<file path="src/rtl/alu_result_writeback.sv">
// ---------------------------------------------------------------------------
// alu_result_writeback
//
// Writeback stage for the 16-bit ALU result. One request on wb_start (taken
// only while idle) captures alu_result and a one-hot/multi-hot destination
// mask. The following cycle strobes every selected destination at once.
// A write to the memory data register goes through an 8-bit port, so it
// takes a second cycle for the high byte.
//
// Ports
//   clk, reset           clock (rising edge), asynchronous active-high reset
//   wb_start             request strobe, ignored while busy
//   wb_select            destination mask: [0] regfile 16-bit, [1] mem addr,
//                        [2] mem din, [3] PC, [4] int ctrl; zero = regfile 8-bit
//   alu_result           value to write back
//   busy, done           handshake: busy through the whole write, done in last cycle
//   regfile_we_8bit/16bit, regfile_din       register file strobes and data
//   reg_mem_addr_we                          memory address register strobe
//   reg_mem_din_lo_we/hi_we, reg_mem_din_byte  memory data register byte writes
//   reg_pc_we, reg_int_ctrl_we               PC / interrupt-control strobes
//   wb_data              captured result, shared bus for addr/PC/int ctrl
// ---------------------------------------------------------------------------
module alu_result_writeback #(
    parameter int WB_SEL_WIDTH = 5
) (
    input  logic                    clk,
    input  logic                    reset,
    input  logic                    wb_start,
    input  logic [WB_SEL_WIDTH-1:0] wb_select,
    input  logic [15:0]             alu_result,
    output logic                    busy,
    output logic                    done,
    output logic                    regfile_we_8bit,
    output logic                    regfile_we_16bit,
    output logic [15:0]             regfile_din,
    output logic                    reg_mem_addr_we,
    output logic                    reg_mem_din_lo_we,
    output logic                    reg_mem_din_hi_we,
    output logic [7:0]              reg_mem_din_byte,
    output logic                    reg_pc_we,
    output logic                    reg_int_ctrl_we,
    output logic [15:0]             wb_data
);

    typedef enum logic [1:0] {
        S_IDLE     = 2'd0,
        S_WRITE    = 2'd1,
        S_WRITE_HI = 2'd2
    } state_t;

    state_t      r_state;
    logic [15:0] r_res;
    logic        r_sel_mem;     // only the mem-din bit matters after capture
    logic        r_busy;
    logic        r_done;
    logic        r_we_8;
    logic        r_we_16;
    logic        r_addr_we;
    logic        r_lo_we;
    logic        r_hi_we;
    logic        r_pc_we;
    logic        r_int_we;
    logic [7:0]  r_byte;

    // Destination bits the block knows about; wider masks are truncated and
    // narrower ones zero-extended, so nonexistent destinations never strobe.
    logic [4:0]  w_sel;
    assign w_sel = 5'(wb_select);

    // Enables are computed at the accepting edge so they appear registered
    // in the WRITE cycle without any input-to-output combinational path.
    always_ff @(posedge clk or posedge reset) begin
        if (reset) begin
            r_state   <= S_IDLE;
            r_res     <= '0;
            r_sel_mem <= 1'b0;
            r_busy    <= 1'b0;
            r_done    <= 1'b0;
            r_we_8    <= 1'b0;
            r_we_16   <= 1'b0;
            r_addr_we <= 1'b0;
            r_lo_we   <= 1'b0;
            r_hi_we   <= 1'b0;
            r_pc_we   <= 1'b0;
            r_int_we  <= 1'b0;
            r_byte    <= '0;
        end else begin
            // Every strobe is single-cycle; default them low each edge.
            r_done    <= 1'b0;
            r_we_8    <= 1'b0;
            r_we_16   <= 1'b0;
            r_addr_we <= 1'b0;
            r_lo_we   <= 1'b0;
            r_hi_we   <= 1'b0;
            r_pc_we   <= 1'b0;
            r_int_we  <= 1'b0;
            case (r_state)
                S_IDLE: begin
                    if (wb_start) begin
                        r_res     <= alu_result;
                        r_sel_mem <= w_sel[2];
                        r_busy    <= 1'b1;
                        r_we_8    <= (w_sel == 5'd0);
                        r_we_16   <= w_sel[0];
                        r_addr_we <= w_sel[1];
                        r_lo_we   <= w_sel[2];
                        r_pc_we   <= w_sel[3];
                        r_int_we  <= w_sel[4];
                        r_byte    <= alu_result[7:0];
                        // Single-cycle writes finish in WRITE itself.
                        r_done    <= ~w_sel[2];
                        r_state   <= S_WRITE;
                    end
                end
                S_WRITE: begin
                    if (r_sel_mem) begin
                        r_hi_we <= 1'b1;
                        r_byte  <= r_res[15:8];
                        r_done  <= 1'b1;
                        r_state <= S_WRITE_HI;
                    end else begin
                        r_busy  <= 1'b0;
                        r_state <= S_IDLE;
                    end
                end
                S_WRITE_HI: begin
                    r_busy  <= 1'b0;
                    r_state <= S_IDLE;
                end
                default: begin
                    r_busy  <= 1'b0;
                    r_state <= S_IDLE;
                end
            endcase
        end
    end

    assign busy              = r_busy;
    assign done              = r_done;
    assign regfile_we_8bit   = r_we_8;
    assign regfile_we_16bit  = r_we_16;
    assign regfile_din       = r_res;
    assign reg_mem_addr_we   = r_addr_we;
    assign reg_mem_din_lo_we = r_lo_we;
    assign reg_mem_din_hi_we = r_hi_we;
    assign reg_mem_din_byte  = r_byte;
    assign reg_pc_we         = r_pc_we;
    assign reg_int_ctrl_we   = r_int_we;
    assign wb_data           = r_res;

endmodule

</file>
<file path="config.mk">
export PLATFORM = sky130hd
export DESIGN_NAME = alu_result_writeback
export DESIGN_NICKNAME = d
export VERILOG_FILES = /design/src/rtl/alu_result_writeback.sv
export SDC_FILE = /design/constraint.sdc
export NUM_CORES = 1
export LEC_CHECK = 0
export ABC_AREA = 1
export BUFFER_PORTS_ARGS = -buffer_cell sky130_fd_sc_hd__buf_4
export CAP_MARGIN = 20
export CORE_ASPECT_RATIO = 1.4
export CORE_UTILIZATION = 43
export CTS_BUF_LIST = sky130_fd_sc_hd__clkbuf_8
export DETAILED_ROUTE_END_ITERATION = 8
export PLACE_DENSITY_LB_ADDON = 0.05
export SLEW_MARGIN = 5
export SYNTH_ARGS = -nofsm -noshare
export SYNTH_HDL_FRONTEND = slang
export SYNTH_SLANG_ARGS = --single-unit
</file>
<file path="constraint.sdc">
create_clock -name clk -period 0.9 [get_ports clk]
set_input_delay 0.045 -clock clk [delete_from_list [all_inputs] [get_ports clk]]
set_output_delay 0.045 -clock clk [all_outputs]
set_load 0.02 [all_outputs]
</file>
## Word-level counts from Yosys, hierarchy flattened

Cells that the tools add are included.

- Register bits after elaboration: 36

- Equal/unequal tests: 4
- Mux-type cells: 25
- Bitwise operators: 1
- Reductions and logical operators: 6

Operator list:

| operator | number |
|---|---|
| $mux 1 | 17 |
| $mux 8 | 2 |
| $pmux 8 s2 | 1 |
| $ne 2x2->1 const B | 3 |
| $logic_not 5->1 | 1 |
| $mux 2 | 2 |
| $pmux 1 s2 | 2 |
| $pmux 2 s2 | 1 |
| $reduce_and 2->1 | 2 |
| $reduce_and 3->1 | 1 |
| $eq 2x1->1 const B | 1 |
| $logic_not 2->1 | 1 |
| $reduce_bool 2->1 | 1 |
| $not 1->1 | 1 |

## Depth between registers and ports, before layout

- Depth in word-level cells: 3
- Gate-level depth with buffers: 7
- Mapped depth without buffers: 6

## Least setup slack after synthesis

OpenSTA, ideal clock, no wires.

- Path kind: flip-flop to flip-flop
- From: register r_state[0]
- To: register r_byte[0], in the netlist reg_mem_din_byte[0]
- Arrival: 0.889 ns
- Data required time: 0.783 ns
- Path slack: -0.107 ns
- Cell stages (with the launch flop): 6
- Clock period less this slack: 1.007 ns
- Cell sequence: dfrtp_1 > nor2_2 > nand2_4 > buf_2 > nand3_1 > nand2_1

- Cells in the longest elaborated chain, start to end: 3
- Elaborated cells on any way between the ends: 7

Ends and longest elaborated chain:

| element | RTL line | text |
|---|---|---|
| from (decl) | 51 | `state_t r_state;` |
| from (signal assigned) | 74 | `r_state <= S_IDLE;` |
| from (signal assigned) | 112 | `r_state <= S_WRITE;` |
| from (signal assigned) | 120 | `r_state <= S_WRITE_HI;` |
| $eq 2x1->1 / $logic_not 2->1 (equally long branches) | 97 | `case (r_state)` |
| $ne 2x2->1 (no line) / $reduce_bool 2->1 (equally long branches) | n/a |  |
| $reduce_and 3->1 (no line) | n/a |  |
| to (signal assigned) | 109 | `r_byte <= alu_result[7:0];` |
| to (signal assigned) | 118 | `r_byte <= r_res[15:8];` |
| to (decl) | 63 | `logic [7:0] r_byte;` |

Several ways; a longest one is shown, not always the timed one.
A chain may end at the register's enable or synchronous reset.

## Worst setup path in the final report

- From: register r_state[1]
- To: register r_byte[5], in the netlist reg_mem_din_byte[5]

Same word-level chain as after synthesis.

==> run_results.csv <==
group,metric,value,unit
run_status,outcome,"complete, but fails checks",
run_status,violations,"setup timing",
floorplan,rows,25,
timing,slew_headroom,86.65,%
routing,antenna_left,0,
routing,drt-pass1-iter-count,4,
layout,fin_util,81.27,%
global_routing,grt_max_degree,37,
logic_synthesis,synth_area,0.001587,mm²
layout,stdcell_count,328,
floorplan,io_pins,73,
place,pre_cts_slack,-0.2058,ns
logic_synthesis,yosysWarnings,0,
logic_synthesis,syn_inst,185,
global_routing,antenna_found_initial,0,
pwr,power.density,2465,mW/mm²
routing,route.detailed.drc,0,
logic_synthesis,syn-num-nets,209,
layout,nFillCells,226,
timing,fmax,907.6,MHz
floorplan,die_w,53.34,µm
logic_synthesis,synthDistinctLibCells,15,
critical_path,r2r-start,"r_state[1]",
routing,drt_iter0_markers,22,
place,hpwlAfterDp,2752,µm
routing,dr_total_vias,1569,
critical_path,path_cells,"inv_2, buf_6, nand2_8, nand2_2, nand2_1, nand2_1, nand2_1",
timing,worst_pin_slew,0.1990,ns
logic_synthesis,syn_avg_cell_area,8.576,µm²
layout,drive_gt1_share,49.31,%
critical_path,crit_type,"flop to flop",
place,gp_congestion,0.8299,
critical_path,start_kind,"flop",
critical_path,crit_start,"r_state[1]",
critical_path,crit_path_end_kind,"flop",
global_routing,grt_pass1_vias,1536,
clock_network,cts_root_buf,"clkbuf_8",
critical_path,worst_path_largest_cell_delay,0.42,ns
hold_path,hold_path.class,"primary input to flop",
clock_network,numCtsBuffers,5,
timing,setup_viol,54,
critical_path,cp.required,1.08,ns
floorplan,die_area,0.003940,mm²
routing,routed_wl,4511,µm
timing,whs,0.002161,ns
routing,wire_per_inst,13.75,µm
timing,timing.final.crit_period,1.102,ns
logic_synthesis,yosys.area.top_type_share,56.78,%
critical_path,critical-path-slowest-cell,"dfrtp_1",
timing,hold_violations,0,
clock_network,cts.clk_slew.worst_paths,0.07,ns
place,placed_cells,283,
critical_path,cp_common_cell,"nand2_1",
layout,final_common_cell,"nand2_1",
clock_network,cts_buffer_depth,2,
global_routing,grt_first_pass_wirelength,6686,µm
timing,maxSlewViolCount,0,
clock_network,insertion_delay,0.29,ns
clock_network,cts_sinks,36,
layout,num_antenna_cells,0,
hold_path,min-delay-start,"wb_select[4]",
timing,rsz0062_at_grt,"yes",
layout,final_cell_mix,"71 x nand2_1, 54 x buf_4, 43 x buf_6",
layout,area_delta_synth_final,76.26,%
logic_synthesis,ys_ff_latch,36,
floorplan,design.core.area,0.003441,mm²
global_routing,overflow,0,
logic_synthesis,yosysSeqAreaShare,56.78,%
timing,tns,-5.734,ns
critical_path,cp.arrival,1.29,ns
critical_path,critPathMaxFanout,8,
timing,min_period_over_period,122.4,%
clock_network,htreeDepth,2,
floorplan,dieHeight,73.87,µm
routing,via_per_inst,4.784,
pwr,p_leak,1.524,nW
layout,nets,311,
run,maxCapViolCount,0,
logic_synthesis,netlist.top_cell.by_area,"dfrtp_1",
timing,final.setup.worst_slack,-0.2018,ns
logic_synthesis,yosys-top-cells-area,"dfrtp_1 57%, nand2_1 20%, buf_4 8.0%",
place,port_buffers,72,
floorplan,initial_utilization,46.11,%
clock_network,cts_tree,"built",
timing,clock_skew,0.005786,ns
global_routing,track_usage,24.17,%
pwr,vdd_drop_max,0.002108,V
[synthesized netlist by cell type, drive strengths merged]
| cell type | n |
|---|---|
| dfrtp | 36 |
| inv | 12 |
| nand2 | 85 |
| buf | 23 |
| nor2 | 6 |
| a21oi | 1 |
| o21ai | 3 |
| nand3 | 18 |
| nor3 | 1 |
[per-stage QoR]
stage                     total power, mW  instance area, µm²
after detailed placement            4.770                2110
after global routing                7.238                2796
final                               6.893                2796
after floorplan                     3.853                1612
after global placement              4.724                2110
after CTS                           6.459                2645
[sequential cells by signal (all words and copies together), names as in the netlist]
signal	cells
reg_mem_din_lo_we	1
reg_int_ctrl_we	1
reg_mem_din_byte	8
regfile_we_16bit	1
r_state	2
reg_mem_addr_we	1
done	1
reg_pc_we	1
r_sel_mem	1
reg_mem_din_hi_we	1
regfile_we_8bit	1
regfile_din	16
busy	1
[layer usage]
| metal | up-vias | global-route usage [%] | wire [µm] |
|---|---|---|---|
| met5 | - | 0 | 0 |
| met4 | 0 | 11.11 | 82 |
| met3 | 10 | 7.039 | 249 |
| met2 | 63 | 42.36 | 2468 |
| met1 | 744 | 25.84 | 1711 |
| li1 | 752 | - | - |
[layout make-up]
class                           instances  area [µm²]  area share, %
Clock buffer                            6       82.58          2.953
Clock inverter                          2       10.01         0.3579
Inverter                               12       47.55          1.700
Multi-Input combinational cell        114       580.6          20.76
Sequential cell                        36       905.9          32.39
Tap cell                               40       50.05          1.790
Timing Repair Buffer                  118        1120          40.04
[power breakdown]
part           internal [mW]  leakage, nW  switching (mW)
Clock                  0.610       0.0510           0.558
Combinational           1.71         1.02            1.62
Sequential              2.01        0.449           0.388
[cells by family (layout without fill, tap and decap cells)]
family	Yosys count	in the layout	synth area share (%)
AOI/OAI and AO/OA	4	4	1.261
buffers and inverters	35	138	13.33
DFF	36	36	56.78
and+or+nand+nor	110	110	28.63
[path summary, 6_finish.rpt]
kind	slack, ns	cells after the start	end
max in group asynchronous	0.33	4	regfile_din[8]
hold / removal	0.002	3	reg_int_ctrl_we
min in group asynchronous	0.37	4	reg_mem_din_hi_we
hold reg to reg	0.55	2	regfile_din[2]
setup / recovery	-0.20	7	reg_mem_din_byte[5]
setup reg to reg	-0.20	7	reg_mem_din_byte[5]
[critical path: cells and delay by family (launching register included)]
kind                   cells  cell delay, ns
flip-flops                 1            0.42
AND/OR/NAND/NOR            5            0.31
buffers and inverters      2            0.25
[repair_timing]
item | 4_1_cts | 5_1_grt
setup buffers | 7 | 11
cloned | 1 | 0
gates resized for setup | 57 | 22
endpoints found under the hold margin | 54 | 0
hold buffers | 19 | 0
pin swaps | 5 | 0
endpoints found under the setup margin | 60 | 77
Note: power is estimated with default switching activity, not from simulation.
